$ cat src/rtl/multicycle_ctrl_if.sv
// Control bundle between the multi-cycle controller and the datapath.
// master = controller side, slave = datapath side.
interface multicycle_ctrl_if #(
  parameter int CW = 16
);
  logic [5:0]    opcode;
  logic [5:0]    funct;
  logic          zero;
  logic          mem_ready;
  logic          ir_write;
  logic          pc_write;
  logic [1:0]    pc_src;
  logic          reg_write;
  logic          reg_dst;
  logic          mem_to_reg;
  logic          mem_oe;
  logic          mem_we;
  logic          alu_src_b;
  logic [3:0]    alu_ctrl;
  logic [1:0]    err;
  logic [CW-1:0] retired;

  modport master (
    input  opcode, funct, zero, mem_ready,
    output ir_write, pc_write, pc_src,
    output reg_write, reg_dst, mem_to_reg,
    output mem_oe, mem_we, alu_src_b,
    output alu_ctrl, err, retired
  );

  modport slave (
    output opcode, funct, zero, mem_ready,
    input  ir_write, pc_write, pc_src,
    input  reg_write, reg_dst, mem_to_reg,
    input  mem_oe, mem_we, alu_src_b,
    input  alu_ctrl, err, retired
  );
endinterface

$ cat src/rtl/multicycle_ctrl.sv
// Multi-cycle control FSM for the 8-bit MIPS-style core.
// Optional retire counter: define CTRL_RETIRE_CNT_EN.
module multicycle_ctrl #(
  parameter int MAX_WAIT = 15,
  parameter int CW       = 16
) (
  input logic               clk,
  input logic               reset,
  multicycle_ctrl_if.master bus
);

  typedef enum logic [3:0] {
    FETCH, DECODE, EXEC_R, R_WB,
    EXEC_I, I_WB, MEM_ADDR, MEM_RD,
    MEM_WB, MEM_WR, BRANCH, JUMP
  } state_e;

  localparam logic [7:0] WAIT_LAST =
    8'(MAX_WAIT - 1);

  state_e     state_q, state_d;
  logic [7:0] wait_q, wait_d;
  logic [1:0] err_q, err_d;
  logic [3:0] r_alu;
  logic       r_ok;
  logic       is_r, is_addi, is_mem;
  logic       is_beq, is_j;

  // R-type funct to ALU op; r_ok flags supported functs
  always_comb begin
    r_ok  = 1'b1;
    r_alu = 4'd0;
    case (bus.funct)
      6'h20:   r_alu = 4'd2;
      6'h22:   r_alu = 4'd6;
      6'h24:   r_alu = 4'd0;
      6'h25:   r_alu = 4'd1;
      6'h27:   r_alu = 4'd12;
      6'h2A:   r_alu = 4'd7;
      default: r_ok  = 1'b0;
    endcase
  end

  assign is_r    = (bus.opcode == 6'h00) & r_ok;
  assign is_addi = (bus.opcode == 6'h08);
  assign is_mem  = (bus.opcode == 6'h23) |
                   (bus.opcode == 6'h2B);
  assign is_beq  = (bus.opcode == 6'h04);
  assign is_j    = (bus.opcode == 6'h02);

  // next state, memory wait counter and fault capture
  always_comb begin
    state_d = state_q;
    wait_d  = wait_q;
    err_d   = 2'b00;
    unique case (state_q)
      FETCH:  state_d = DECODE;
      DECODE: begin
        unique case (1'b1)
          is_r:    state_d = EXEC_R;
          is_addi: state_d = EXEC_I;
          is_mem:  state_d = MEM_ADDR;
          is_beq:  state_d = BRANCH;
          is_j:    state_d = JUMP;
          default: begin
            state_d = FETCH;
            err_d   = 2'b01;
          end
        endcase
      end
      EXEC_R: state_d = R_WB;
      EXEC_I: state_d = I_WB;
      MEM_ADDR: begin
        wait_d  = '0;
        // opcode bit 3 separates sw (0x2B) from lw (0x23)
        state_d = bus.opcode[3] ? MEM_WR : MEM_RD;
      end
      MEM_RD, MEM_WR: begin
        if (bus.mem_ready) begin
          state_d = (state_q == MEM_RD) ?
                    MEM_WB : FETCH;
        end else if (wait_q == WAIT_LAST) begin
          state_d = FETCH;
          err_d   = 2'b10;
        end else begin
          wait_d = wait_q + 8'd1;
        end
      end
      R_WB, I_WB, MEM_WB,
      BRANCH, JUMP: state_d = FETCH;
      default:      state_d = FETCH;
    endcase
  end

  // state, wait counter and error registers
  always_ff @(posedge clk or negedge reset) begin
    if (!reset) begin
      state_q <= FETCH;
      wait_q  <= '0;
      err_q   <= 2'b00;
    end else begin
      state_q <= state_d;
      wait_q  <= wait_d;
      err_q   <= err_d;
    end
  end

  // Moore control decode, forced low while in reset
  always_comb begin
    bus.ir_write   = 1'b0;
    bus.pc_write   = 1'b0;
    bus.pc_src     = 2'b00;
    bus.reg_write  = 1'b0;
    bus.reg_dst    = 1'b0;
    bus.mem_to_reg = 1'b0;
    bus.mem_oe     = 1'b0;
    bus.mem_we     = 1'b0;
    bus.alu_src_b  = 1'b0;
    bus.alu_ctrl   = 4'd0;
    if (reset) begin
      unique case (state_q)
        FETCH: begin
          bus.ir_write = 1'b1;
          bus.pc_write = 1'b1;
        end
        EXEC_R: bus.alu_ctrl = r_alu;
        R_WB: begin
          bus.alu_ctrl  = r_alu;
          bus.reg_write = 1'b1;
          bus.reg_dst   = 1'b1;
        end
        EXEC_I, MEM_ADDR: begin
          bus.alu_src_b = 1'b1;
          bus.alu_ctrl  = 4'd2;
        end
        I_WB: begin
          bus.alu_src_b = 1'b1;
          bus.alu_ctrl  = 4'd2;
          bus.reg_write = 1'b1;
        end
        MEM_RD: begin
          bus.alu_src_b = 1'b1;
          bus.alu_ctrl  = 4'd2;
          bus.mem_oe    = 1'b1;
        end
        MEM_WB: begin
          bus.alu_src_b  = 1'b1;
          bus.alu_ctrl   = 4'd2;
          bus.mem_oe     = 1'b1;
          bus.reg_write  = 1'b1;
          bus.mem_to_reg = 1'b1;
        end
        MEM_WR: begin
          bus.alu_src_b = 1'b1;
          bus.alu_ctrl  = 4'd2;
          bus.mem_we    = 1'b1;
        end
        BRANCH: begin
          bus.alu_ctrl = 4'd6;
          bus.pc_src   = 2'b01;
          bus.pc_write = bus.zero;
        end
        JUMP: begin
          bus.pc_src   = 2'b10;
          bus.pc_write = 1'b1;
        end
        default: ;
      endcase
    end
  end

  assign bus.err = err_q;

`ifdef CTRL_RETIRE_CNT_EN
  logic          retire;
  logic [CW-1:0] retired_q, retired_d;

  assign retire =
    (state_q inside {R_WB, I_WB, MEM_WB,
                     BRANCH, JUMP}) |
    ((state_q == MEM_WR) & bus.mem_ready);

  assign retired_d = retire ?
                     retired_q + CW'(1) : retired_q;

  // count instructions that completed normally
  always_ff @(posedge clk or negedge reset) begin
    if (!reset) retired_q <= '0;
    else        retired_q <= retired_d;
  end

  assign bus.retired = retired_q;
`else
  assign bus.retired = {CW{1'b0}};
`endif

endmodule

$ cat src/flat_wrapper.sv
// flat-port wrapper written by rule: the top's interface ports become plain ports
module multicycle_ctrl_flat 
#(
  parameter int MAX_WAIT = 15,
  parameter int CW       = 16
)
  (clk, reset, bus_opcode, bus_funct, bus_zero, bus_mem_ready, bus_ir_write, bus_pc_write, bus_pc_src, bus_reg_write, bus_reg_dst, bus_mem_to_reg, bus_mem_oe, bus_mem_we, bus_alu_src_b, bus_alu_ctrl, bus_err, bus_retired);
  multicycle_ctrl_if #(.CW(CW)) bus_i ();
  input logic clk;
  input logic reset;
  input wire logic [$bits(bus_i.opcode)-1:0] bus_opcode;
  input wire logic [$bits(bus_i.funct)-1:0] bus_funct;
  input wire logic [$bits(bus_i.zero)-1:0] bus_zero;
  input wire logic [$bits(bus_i.mem_ready)-1:0] bus_mem_ready;
  output wire logic [$bits(bus_i.ir_write)-1:0] bus_ir_write;
  output wire logic [$bits(bus_i.pc_write)-1:0] bus_pc_write;
  output wire logic [$bits(bus_i.pc_src)-1:0] bus_pc_src;
  output wire logic [$bits(bus_i.reg_write)-1:0] bus_reg_write;
  output wire logic [$bits(bus_i.reg_dst)-1:0] bus_reg_dst;
  output wire logic [$bits(bus_i.mem_to_reg)-1:0] bus_mem_to_reg;
  output wire logic [$bits(bus_i.mem_oe)-1:0] bus_mem_oe;
  output wire logic [$bits(bus_i.mem_we)-1:0] bus_mem_we;
  output wire logic [$bits(bus_i.alu_src_b)-1:0] bus_alu_src_b;
  output wire logic [$bits(bus_i.alu_ctrl)-1:0] bus_alu_ctrl;
  output wire logic [$bits(bus_i.err)-1:0] bus_err;
  output wire logic [$bits(bus_i.retired)-1:0] bus_retired;
  assign bus_i.opcode = bus_opcode;
  assign bus_i.funct = bus_funct;
  assign bus_i.zero = bus_zero;
  assign bus_i.mem_ready = bus_mem_ready;
  assign bus_ir_write = bus_i.ir_write;
  assign bus_pc_write = bus_i.pc_write;
  assign bus_pc_src = bus_i.pc_src;
  assign bus_reg_write = bus_i.reg_write;
  assign bus_reg_dst = bus_i.reg_dst;
  assign bus_mem_to_reg = bus_i.mem_to_reg;
  assign bus_mem_oe = bus_i.mem_oe;
  assign bus_mem_we = bus_i.mem_we;
  assign bus_alu_src_b = bus_i.alu_src_b;
  assign bus_alu_ctrl = bus_i.alu_ctrl;
  assign bus_err = bus_i.err;
  assign bus_retired = bus_i.retired;
  multicycle_ctrl #(.MAX_WAIT(MAX_WAIT), .CW(CW)) u_core (.clk(clk), .reset(reset), .bus(bus_i));
endmodule
$ cat config.mk
export PLATFORM = sky130hd
export DESIGN_NAME = multicycle_ctrl_flat
export DESIGN_NICKNAME = d
export VERILOG_FILES = /design/src/rtl/multicycle_ctrl_if.sv /design/src/rtl/multicycle_ctrl.sv /design/src/flat_wrapper.sv
export SDC_FILE = /design/constraint.sdc
export NUM_CORES = 1
export LEC_CHECK = 0
export CAP_MARGIN = 20
export CELL_PAD_IN_SITES_DETAIL_PLACEMENT = 1
export CELL_PAD_IN_SITES_GLOBAL_PLACEMENT = 2
export CORE_UTILIZATION = 22
export DETAILED_ROUTE_END_ITERATION = 8
export HOLD_SLACK_MARGIN = 0.1
export PLACE_DENSITY = 0.87
export SLEW_MARGIN = 10
export SYNTH_ARGS = -nofsm -noshare
export SYNTH_HDL_FRONTEND = slang
export SYNTH_SLANG_ARGS = --single-unit
$ cat constraint.sdc
create_clock -name clk -period 1.5 [get_ports clk]
set_input_delay 0.15 -clock clk [delete_from_list [all_inputs] [get_ports clk]]
set_output_delay 0.15 -clock clk [all_outputs]
set_load 0.02 [all_outputs]
Word level (Yosys, flattened, before mapping):

Cells that the tools add are included.

* output and inout bits: 32
* register bits after elaboration: 14

* bitwise operators: 2
* equal/unequal tests: 26
* $add $sub $neg: 1
* reduce and logical (&&, ||, !) cells: 12
* muxes and demuxes: 35

Operators by type and width (count)
* $eq 6x6->1 const B: 8
* $pmux 4 s5: 2
* $pmux 4 s6: 1
* $mux 4: 5
* $mux 1: 17
* $eq 4x3->1 const B: 4
* $eq 4x4->1 const B: 4
* $mux 8: 2
* $pmux 8 s2: 1
* $pmux 4 s3: 1
* $reduce_or 6->1: 2
* $add 8x1->8 const B: 1
* $eq 4x2->1 const B: 2
* $eq 8x4->1 const B: 1
* $pmux 2 s2: 2
* $reduce_or 2->1: 4
* $eq 6x2->1 const B: 1
* $eq 6x3->1 const B: 1
* $eq 6x4->1 const B: 1
* $logic_not 6->1: 1
* $mux 2: 3
* $reduce_or 5->1: 1
* $eq 4x1->1 const B: 1
* $logic_not 4->1: 1
* other kinds (8): 9

Longest topological paths before layout:

* depth in word-level cells: 7
* depth in mapped cells: 6

Worst setup path after synthesis:

No wires, ideal clock.

* path type: register to output
* start: register u_core.state_q[1]
* end: output port bus_alu_ctrl[1]
* required time: 1.350 ns
* slack: -0.362 ns
* arrival: 1.712 ns
* path buffers: 0
* cell stages (with the launch flop): 5
* cell sequence: dfrtp_1 > or3b_4 > a21boi_0 > a31oi_1 > nand2_1

* longest elaborated chain between the ends: 4

Ends and longest elaborated chain
* start: declaration: RTL line multicycle_ctrl.sv:21 `state_e state_q, state_d;`
* start signal: assignment: RTL line multicycle_ctrl.sv:102 `state_q <= state_d;`
* $eq 4x3->1, or another cell as far along: RTL line multicycle_ctrl.sv:121 `unique case (state_q)`
* $reduce_or 6->1 (no source line) or $reduce_or 2->1 (tied branches)
* $pmux 4 s3 *: RTL line multicycle_ctrl.sv:121
* $mux 4 *: RTL line multicycle_ctrl.sv:120 `if (reset) begin`
* end: declaration: RTL line flat_wrapper.sv:24 `output wire logic [$bits(bus_i.alu_ctrl)-1:0] bus_alu_ctrl;`

Mark *: on every way between the ends. The rest lies on a longest branch, timed or not.

Worst setup path in the final report:

* start: register u_core.state_q[2]
* end: register u_core.state_q[1]

* longest elaborated chain between the ends: 3

Ends and longest elaborated chain
* $eq 4x4->1 or $eq 4x3->1 (tied branches): RTL line multicycle_ctrl.sv:56 `unique case (state_q)`
* $reduce_or 2->1: RTL line multicycle_ctrl.sv:56
* $pmux 4 s6 or $ne 3x2->1 (tied branches)

Several ways; a longest one is shown, not always the timed one.
A chain may end at the register's enable or synchronous reset.

==> results.cfg <==
[final_layout]
final_core_util_pct = 38.9
finalInstanceArea_sq_um = 2150
drive_above_1_share_pct = 39.1
synthToLayoutAreaGrowth_pct = 70.2
antenna_cells = 0
fin_nets = 244

[run_status]
status = complete, but fails checks
failed_checks = setup timing

[die]
core_sq_um = 5540
core.rowCount = 27
initial_utilization_pct = 22.8
die_y_um = 77.8
die_x_um = 77.8
boundaryPins = 48
die_area_sq_um = 6060

[clock_tree]
cts.path.max_buffers = 2
cts_tree = built
clk_latency_ns = 0.25
numCtsBuffers = 3
cts-root-buf = clkbuf_8
cts_sinks = 14
htreeDepth = 1
path_clk_slew_ns = 0.06

[global_routing]
grt_pass1_wl_um = 6360
grt_pass1_vias = 1360
antenna_found_initial = 0
grt_overflow = 0
grt.total_usage_pct = 13.2
grt_max_degree = 15

[routing]
wirelength_um = 3930
ant_nets = 0
wl_per_cell_um = 13.2
drc_errors = 0
dr.pass1.iters = 4
via_count = 1357
vias_per_cell = 4.57
drt_iter0_markers = 28

[logic_synthesis]
yosys_warnings = 0
async_flop_share_pct = 100
avgSynthCellArea_sq_um = 8.27
synth_area_sq_um = 1260
ys_ff_latch = 14
synthFlopType = dfrtp_1
yosysUniqueCellTypes = 46
syn_inst = 153
synth-seq-area-share_pct = 27.7
synth_edf_count = 0

[sta]
skew_ns = 0.00342
max_freq_ghz = 0.550
worst_pin_slew_ns = 0.685
fin_crit_ns = 1.82
period_share_pct = 121
finalSetupTns_ns = -6.45
setup_viol = 27
slew_viol_final = 0
grt_setup_unrepaired = true
setup_slack_ns = -0.318
slew_headroom_pct = 54.2
finalHoldViolCount = 0

[place]
post-dp-hpwl_um = 2720
portBuffers = 31
place_ws_ns = -0.802
placed_cell_area_sq_um = 1860
globalplace.congestion = 0.820

[critical_path]
r2r-end = u_core.state_q[1]
reg2reg_slack_ns = -0.32
rr_startpoint = u_core.state_q[2]
reg2regPathDepth = 8
timing_worst_setup_path_type = reg2reg
worst_ep_required_time_ns = 1.66
critPathMaxFanout = 3
crit_path_end_kind = flop
cp-start-kind = flop
critical_path_arrival_ns = 1.98

[min_path]
min_delay_path_depth = 1
worstHoldStart = u_core.wait_q[7]
min_path_type = reg2reg
hold_end = u_core.wait_q[7]

[pwr]
fin_total_pwr_mw = 2.03
ir_drop_mv = 0.318
p_leak_nw = 0.996
power_density_nw_per_um2 = 943

[flow_run]
drv_cap = 0
kinds of logic after synthesis:
kind of cell	after synthesis	synth area share, %
compound gates	26	16.9
simple gates	75	33.0
flops	14	27.7
other cells	1	0.296
xor+xnor	3	2.08
mux	7	5.64
buf+inv	25	12.4
fa+ha+maj	2	1.98
Yosys cell counts, types with 2 or more instances:
master / count / area (sq um)
nand2_1: 19 / 71.3
buf_4: 16 / 120
dfrtp_1: 14 / 350
nor2_1: 13 / 48.8
nand3_1: 8 / 40.0
mux2i_1: 6 / 60.1
inv_1: 5 / 18.8
nand2b_1: 5 / 31.3
nor2b_1: 5 / 31.3
o211ai_1: 5 / 37.5
a21boi_0: 4 / 30.0
nor3_1: 4 / 20.0
a31oi_1: 3 / 18.8
nand3b_1: 3 / 22.5
a21oi_1: 2 / 10.0
a32oi_1: 2 / 17.5
and3_1: 2 / 12.5
and4_1: 2 / 17.5
buf_2: 2 / 10.0
clkbuf_1: 2 / 7.51
ha_1: 2 / 25.0
nor3b_1: 2 / 15.0
o21ai_0: 2 / 10.0
or3b_2: 2 / 17.5
xnor2_1: 2 / 17.5
worst max-delay path, cell delays in order, from the launching register on:
cell	delay, ns
dfrtp_1	0.40
buf_4	0.15
or3b_4	0.40
buf_6	0.14
a21oi_4	0.21
buf_12	0.14
buf_6	0.09
a32oi_1	0.09
o211ai_1	0.11
how the worst max path moves through the flow:
stage | slack, ns | depth (start not counted) | endpoint | startpoint
global placement | -0.79 | 6 | bus_alu_ctrl[2] | reset
CTS | -0.44 | 5 | bus_alu_ctrl[2] | u_core.state_q[3]
floorplan | -0.08 | 4 | bus_mem_oe | u_core.state_q[3]
global route | -0.39 | 5 | bus_alu_ctrl[2] | u_core.state_q[3]
detailed placement | -0.80 | 6 | bus_alu_ctrl[2] | reset
finish | -0.32 | 8 | u_core.state_q[1] | u_core.state_q[2]
flip-flops by register name (all words and copies together) (netlist names):
| name | count |
|---|---|
| u_core.wait_q | 8 |
| u_core.state_q | 4 |
| u_core.bus.err | 2 |
layout by cell type, fill, tap and decap left out, drive strengths merged, types with 3 or more instances in the layout:
| master | count |
|---|---|
| clkdlybuf4s50 | 11 |
| mux2i | 6 |
| nand2 | 20 |
| nor2b | 5 |
| nor2 | 13 |
| buf | 55 |
| nand2b | 5 |
| a21oi | 3 |
| conb | 16 |
| clkbuf | 4 |
| o211ai | 5 |
| inv | 5 |
| or3b | 3 |
| nand3b | 3 |
| a21boi | 4 |
| a31oi | 3 |
| nand3 | 8 |
| dlymetal6s2s | 4 |
| nor3 | 4 |
| dfrtp | 14 |
timing repair:
item                       4_1_cts  5_1_grt
setup buffers                    7        6
pin swaps                       10       11
hold buffers                     1        0
setup endpoints to repair       28       28
cloned                           0        0
hold endpoints to repair        14        0
gates resized for setup        104       17
per-layer routing:
layer | vias up | GRT usage (%) | routed length, um
met4 | 0 | 3.40 | 35
met2 | 30 | 25.8 | 2200
met5 | - | 0 | 0
met3 | 4 | 1.53 | 111
met1 | 657 | 14.8 | 1580
li1 | 666 | - | -
report_power, final:
group	internal [mW]	leakage [nW]	switching, mW	total [mW]
clock	0.233	0.0288	0.147	0.380
sequential	0.479	0.173	0.106	0.585
combinational	0.518	0.794	0.547	1.06
total	1.23	0.996	0.800	2.03
through the flow:
step | cells | hold WS, ns
2_1_floorplan | 168 | -0.146
3_3_place_gp | 281 | 0.479
3_5_place_dp | 281 | 0.484
4_1_cts | 293 | 0.498
5_1_grt | 297 | 0.579
6_report | 297 | 0.539
layout make-up:
cell class,instances,area [sq um]
Fill cell,652,3390
Inverter,5,18.8
Multi-Input combinational cell,129,966
Tap cell,72,90.1
Sequential cell,14,350
Clock buffer,4,55.1
Timing Repair Buffer,73,673
(Power assumes the default switching activity.)
